[config.mk]
export PLATFORM = sky130hd
export DESIGN_NAME = fetch_unit
export DESIGN_NICKNAME = d
export VERILOG_FILES = /design/src/rtl/fetch_unit.sv
export SDC_FILE = /design/constraint.sdc
export NUM_CORES = 1
export LEC_CHECK = 0
export BUFFER_PORTS_ARGS = -buffer_cell sky130_fd_sc_hd__buf_4
export CAP_MARGIN = 25
export CORE_ASPECT_RATIO = 1.5
export CORE_UTILIZATION = 56
export DETAILED_ROUTE_END_ITERATION = 12
export PLACE_DENSITY = 0.9
export SYNTH_ARGS = -nofsm -noshare
export SYNTH_HDL_FRONTEND = slang
export SYNTH_SLANG_ARGS = --single-unit
[constraint.sdc]
create_clock -name clk -period 4.3 [get_ports clk]
set_clock_uncertainty 0.15 [all_clocks]
set_input_delay 0.43 -clock clk [delete_from_list [all_inputs] [get_ports clk]]
set_output_delay 0.43 -clock clk [all_outputs]
set_load 0.005 [all_outputs]
[src/rtl/fetch_unit.sv]
// rtl/fetch_unit.sv - SISC instruction-fetch stage: PC, IR and req/ack fetch FSM
//
// Optional feature macro: FETCH_TIMEOUT_EN (adds REQ wait counter, abort and sticky fetch_err).
//
// Ports:
//   clk, rst_f      clock, asynchronous active-low reset
//   pc_rst          synchronous PC clear (priority over pc_write)
//   pc_write        load next-PC into PC
//   pc_sel, br_sel  next-PC select: PC+1 / relative branch / absolute branch
//   ir_load         start fetch of the word at the current PC (ignored while busy)
//   im_req, im_addr instruction-memory request and address
//   im_ack, im_data instruction-memory data valid and word
//   pc_out, ir_out  current PC and IR
//   opcode, mm      IR fields [31:28] and [27:24]
//   fetch_busy      high while a fetch is outstanding
//   fetch_err       sticky fetch timeout flag (0 when FETCH_TIMEOUT_EN is undefined)
module fetch_unit #(
  parameter int PC_W    = 16,
  parameter int TIMEOUT = 15
) (
  input  logic            clk,
  input  logic            rst_f,
  input  logic            pc_rst,
  input  logic            pc_write,
  input  logic            pc_sel,
  input  logic            br_sel,
  input  logic            ir_load,
  input  logic            im_ack,
  input  logic [31:0]     im_data,
  output logic            im_req,
  output logic [PC_W-1:0] im_addr,
  output logic [PC_W-1:0] pc_out,
  output logic [31:0]     ir_out,
  output logic [3:0]      opcode,
  output logic [3:0]      mm,
  output logic            fetch_busy,
  output logic            fetch_err
);

  typedef enum logic {IDLE = 1'b0, REQ = 1'b1} state_t;

  state_t          state, state_nx;
  logic [PC_W-1:0] pc_q;
  logic [PC_W-1:0] fetch_addr;
  logic [PC_W-1:0] pc_next;
  logic [31:0]     ir_q;
  logic [31:0]     rel_off;
  logic            ack_take;
  logic            abort;
  logic            to_hit;
  logic            busy;

  // A TIMEOUT below 2 leaves no usable wait window; the marker block makes such
  // a configuration visible in the elaborated hierarchy.
  if (TIMEOUT < 2) begin : g_timeout_below_minimum
  end

`ifdef FETCH_TIMEOUT_EN
  localparam int              CW      = (TIMEOUT > 2) ? $clog2(TIMEOUT) : 1;
  localparam logic [CW-1:0]   CNT_MAX = CW'(TIMEOUT - 1);

  logic [CW-1:0] wait_cnt;
  logic          err_q;

  assign to_hit = (wait_cnt == CNT_MAX);

  always_ff @(posedge clk or negedge rst_f) begin
    if (!rst_f) begin
      wait_cnt <= '0;
      err_q    <= 1'b0;
    end else begin
      // Held at zero in IDLE, so the count always starts from zero on REQ entry.
      if (state == IDLE) begin
        wait_cnt <= '0;
      end else if (!im_ack) begin
        wait_cnt <= wait_cnt + 1'b1;
      end
      if (abort) begin
        err_q <= 1'b1;
      end
    end
  end

  assign fetch_err = err_q;
`else
  assign to_hit    = 1'b0;
  assign fetch_err = 1'b0;
`endif

  // FSM state register
  always_ff @(posedge clk or negedge rst_f) begin
    if (!rst_f) begin
      state <= IDLE;
    end else begin
      state <= state_nx;
    end
  end

  // FSM next-state and decode; ack takes precedence over a coincident timeout
  always_comb begin
    state_nx = state;
    busy     = 1'b0;
    ack_take = 1'b0;
    abort    = 1'b0;
    case (state)
      IDLE: begin
        if (ir_load) begin
          state_nx = REQ;
        end
      end
      REQ: begin
        busy = 1'b1;
        if (im_ack) begin
          ack_take = 1'b1;
          state_nx = IDLE;
        end else if (to_hit) begin
          abort    = 1'b1;
          state_nx = IDLE;
        end
      end
      default: state_nx = IDLE;
    endcase
  end

  // Relative offset is IR[15:0] sign-extended, then truncated to the PC width.
  assign rel_off = {{16{ir_q[15]}}, ir_q[15:0]};

  always_comb begin
    pc_next = pc_q + 1'b1;
    if (pc_sel) begin
      if (br_sel) begin
        pc_next = ir_q[PC_W-1:0];
      end else begin
        pc_next = pc_q + rel_off[PC_W-1:0];
      end
    end
  end

  // PC, IR and latched fetch address
  always_ff @(posedge clk or negedge rst_f) begin
    if (!rst_f) begin
      pc_q       <= '0;
      ir_q       <= '0;
      fetch_addr <= '0;
    end else begin
      if (pc_rst) begin
        pc_q <= '0;
      end else if (pc_write) begin
        pc_q <= pc_next;
      end
      // Address is frozen for the whole fetch, so PC writes during REQ do not disturb it.
      if (state == IDLE && ir_load) begin
        fetch_addr <= pc_q;
      end
      if (ack_take) begin
        ir_q <= im_data;
      end else if (abort) begin
        ir_q <= 32'h0;
      end
    end
  end

  assign im_req     = busy;
  assign fetch_busy = busy;
  assign im_addr    = fetch_addr;
  assign pc_out     = pc_q;
  assign ir_out     = ir_q;
  assign opcode     = ir_q[31:28];
  assign mm         = ir_q[27:24];

endmodule

# [After elaboration in Yosys (flattened, before gate mapping)]
# Index checks and enable logic that the tools add are counted.
[classes] reduce_logical=2 bitwise_logic=1 muxes=11 addsub=2
[ops] op="$mux 16" n=4
[ops] op="$mux 32" n=1
[ops] op="$add 16x1->16 const B" n=1
[ops] op="$add 16x16->16" n=1
[ops] op="$mux 1" n=5
[ops] op="$pmux 1 s2" n=1
[ops] op="$reduce_bool 2->1" n=1
[ops] op="$logic_and 1x1->1" n=1
[ops] op="$not 1->1" n=1
[word_totals] register_bits=65

# [Logic depth before layout (Yosys ltp)]
[depth] word_depth=5 mapped_depth=10 mapped_depth_nobuf=10

# [Worst setup path before layout]
# No wires, ideal clock.
[synth_path] kind="flip-flop to flip-flop" startpoint="register pc_q[0] (netlist: pc_out[0])" endpoint="register pc_q[12] (netlist: pc_out[12])" period_less_slack_ns=2.485 setup_time_ns=0.082 n_path_buf=0 required_time_ns=4.068 path_slack_ns=1.815 arrival_ns=2.253 path_stages_with_launch=11 path_cell_list="dfrtp_1 -> ha_1 -> inv_1 -> fa_1 -> nor2b_1 -> o31a_1 -> o31a_1 -> o211ai_1 -> and3_1 -> mux2_2 -> a31oi_1"
[synth_between] elab_chain_len=5 elab_cells_between_ends=6
[synth_lines] item="from (decl)" line_no="43" rtl="logic [PC_W-1:0] pc_q;"
[synth_lines] item="from (signal assigned)" line_no="149" rtl="pc_q <= pc_next;"
[synth_lines] item="$add 16x16->16" line_no="134" rtl="pc_next = pc_q + rel_off[PC_W-1:0];"
[synth_lines] item="$mux 16" line_no="131" rtl="if (br_sel) begin"
[synth_lines] item="$mux 16 *" line_no="130" rtl="if (pc_sel) begin"
[synth_lines] item="$mux 16 *" line_no="148" rtl="end else if (pc_write) begin"
[synth_lines] item="$mux 16 *" line_no="146" rtl="if (pc_rst) begin"
# Every way passes the cells marked *; elsewhere a longest branch is shown, timed or not. The select of a mux whose other input is x is not followed.
# A chain may end at the register's enable or synchronous reset.

# [Final worst setup path]
# Same ends and word-level chain as after synthesis.

==> impl_results.md <==
* Starting DRT DRC Count at 271
* CTS tree: yes
* Slew headroom at 45.5%
* Post-synthesis adder-cell area fraction at 5.68%
* Status: complete, no violations
* Top-area cell type share of the netlist area at 41.9%
* PwrDens at 438 mW/mm^2
* DR vias at 3369
* Hold Path Class: in2async
* Fillers at 481
* Final Cycle Share at 65.5%
* Gpl congestion at 0.930
* Mapped Area at 0.00388 sq mm
* Residual DRC count at 0
* CP top delay family: compound AO/OA/AOI/OAI gates
* Sequential share of the synthesized area at 41.9%
* Syn Nets at 445
* # diodes at 0
* XOR/XNOR Fraction of Synth Area at 1.35%
* Flops & latches, synth at 65
* Fin cells at 565
* GRT Util Overall at 27.0%
* DR pass1 iterations at 7
* Post-synth ARST share at 100%
* Leakage at 0.00232 uW
* Syn Area/Cell at 10.0 sq um
* Final TNS setup at 0 ns
* WS Path Type: reg2reg
* Most used cell, CP: o31a_1
* Compound-cell area share of the yosys netlist at 18.7%
* H-tree Lvls at 3
* Largest net degree at the start of global routing at 66
* Count leader, synth: dfrtp_1
* Sinks on Clock Net at 65
* I/O pins at 115
* Critical path data required time at 4.40 ns
* Detailed Place HPWL at 7220 um
* CP Depth at 10
* Mux cell area share after synthesis at 15.4%
* Placement Setup Slack at 1.58 ns
* Arrival time of the worst setup path at 2.91 ns
* Vias per cell at 5.96
* Synth Instances at 388
* Tot Pwr at 2140 uW
* Crit. End Element: register
* CP Max Fanout at 7
* Core area at 0.00658 sq mm
* Post-synth EDFFs at 0
* Buf+Inv Stages, Crit Path at 1
* Worst-skew pair later-pin latency at 0.33 ns
* Share of cells above drive strength 1 at 37.4%
* Synth Flop Type: dfrtp_1
* R2r setup slk at 1.48 ns
* Horiz. Die Dim at 70.0 um
* Min Tclk post-route at 2.82 ns
* Initial antenna violation count at 0
* Area Growth Syn to Fin at 25.6%
* Routed WL at 9580 um
* Chip Height at 104 um
* Fraction of the mapped netlist area in simple logic gates at 11.7%
* Yosys cell types at 56
* # setup viols final at 0
* Slew Limit Fails at 0
* Slowest CP cell: dfrtp_1
* Max Cap Violations at 0
* Clk buf depth at 2
* R2R depth at 10
* Clock-pin slew on the worst setup and hold paths at 0.07 ns
* Most frequent cells after synthesis: dfrtp_1, mux2_2, o21ai_0
* CTS resizes at 0
* Grt ovf at 0
* Dominant cells by area after synthesis: dfrtp_1, mux2_2, ha_1
* Largest area contributor in the netlist: dfrtp_1
* Post-route ant nets at 0
* R2r endpoint: pc_out[12]$_DFFE_PN0P_
* Reg-to-Reg Start: pc_out[0]$_DFFE_PN0P_
* Worst-Margin Slew at 0.817 ns
* Hold Vio Cnt, Final at 0
* CP peak stage delay at 0.46 ns
* VDD IR max at 0.000344 V
* Root Buffer Master: clkbuf_8
* RSZ-0062 raised after global routing: false
* F_max at 355 MHz
* Final setup margin at 1.48 ns
* Avg WL per Cell at 17.0 um
* Num CTS Buffers at 9
* Die Area at 0.00727 sq mm
* First-pass GRT wire length at 15700 um
* Initial cell density of the core at 59.0%
* FP Rows at 36
* Nets at 541
* Largest family of logic cells by synthesized area: compound AO/OA/AOI/OAI gates
* Count of input and output buffers at 113
* Vias in the first global route at 3351
* Critical Path, Cell by Cell: ha_1 > inv_1 > fa_1 > nor2b_1 > o31a_1 > o31a_1 > o211ai_1 > and3_1 > mux2_2 > a31oi_1
* Setup Fix Bufs, Post-CTS at 0
* Crit path launch type: register
* Ys Warns at 0
* Dpl cells at 549
* Hold_buf cts at 0
-- cells by family (layout without fill, tap and decap cells) --
logic type	after synthesis	count (layout)
AOI/OAI and AO/OA	108	108
and+or+nand+nor	94	94
DFF	65	65
muxes	54	54
buffers and inverters	43	144
adders and majority gates	17	17
xor gates and xnor gates	6	6
other	1	1
-- state kept, by name (all words and copies together), names as in the netlist --
| name | cells |
|---|---|
| state | 1 |
| pc_out | 16 |
| ir_out | 32 |
| im_addr | 16 |
-- power by group --
part / switching (uW) / total (uW) / leakage [uW] / internal, uW
Clock: 221 / 503 / 0.0000974 / 283
Sequential: 120 / 851 / 0.000815 / 731
Combinational: 351 / 781 / 0.00141 / 430
Total: 691 / 2140 / 0.00232 / 1440
-- how the worst max path moves through the flow --
| stage | startpoint | to | slack, ns |
|---|---|---|---|
| after floorplan | pc_out[0]$_DFFE_PN0P_ | pc_out[12]$_DFFE_PN0P_ | 1.81 |
| after global placement | pc_out[0]$_DFFE_PN0P_ | pc_out[12]$_DFFE_PN0P_ | 1.71 |
| after detailed placement | pc_out[0]$_DFFE_PN0P_ | pc_out[12]$_DFFE_PN0P_ | 1.58 |
| after CTS | pc_out[0]$_DFFE_PN0P_ | pc_out[12]$_DFFE_PN0P_ | 1.54 |
| after global routing | pc_out[0]$_DFFE_PN0P_ | pc_out[10]$_DFFE_PN0P_ | 1.36 |
| final | pc_out[0]$_DFFE_PN0P_ | pc_out[12]$_DFFE_PN0P_ | 1.48 |
-- per-layer routing --
metal | track usage, % | vias up | share of wire [%] | wire length, um
li1 | - | 1598 | - | -
met1 | 31.2 | 1619 | 40 | 3790
met2 | 48.1 | 138 | 54 | 5150
met3 | 6.69 | 14 | 5.5 | 523
met4 | 8.57 | 0 | 1.2 | 115
met5 | 0 | - | 0 | 0
-- placed cells by master, fill, tap and decap left out, types with 4 or more instances in the layout --
cell type,instances
a31oi_1,8
a22oi_1,4
and3_1,5
o21a_1,5
mux2_2,45
a21oi_1,17
nand2b_1,6
nand2_1,27
ha_1,16
nand3_1,10
inv_1,14
o21ai_0,34
a21o_1,6
clkbuf_8,10
nor2_1,25
buf_4,114
nor3_1,4
dfrtp_1,65
mux2i_1,9
nor2b_1,7
a211oi_1,5
-- cell type report --
cell class	count	area, sq um	share of cell area, %
timing repair buffer	114	856	17.6
tap	76	95.1	1.95
clock inverter	3	40.0	0.822
multi-input combinational	280	2050	42.1
inverter	14	52.6	1.08
sequential	65	1630	33.4
clock buffer	13	149	3.06
-- stage by stage --
stage / utilization (%) / hold slack (ns) / cell area (sq um)
3_5_place_dp: 71.2 / 0.331 / 4680
4_1_cts: 74.1 / 0.0662 / 4870
2_1_floorplan: - / -0.0156 / 3880
3_3_place_gp: 71.2 / 0.312 / 4680
5_1_grt: 74.1 / 0.0896 / 4870
6_report: 74.1 / 0.0157 / 4870
(Power assumes the default switching activity.)
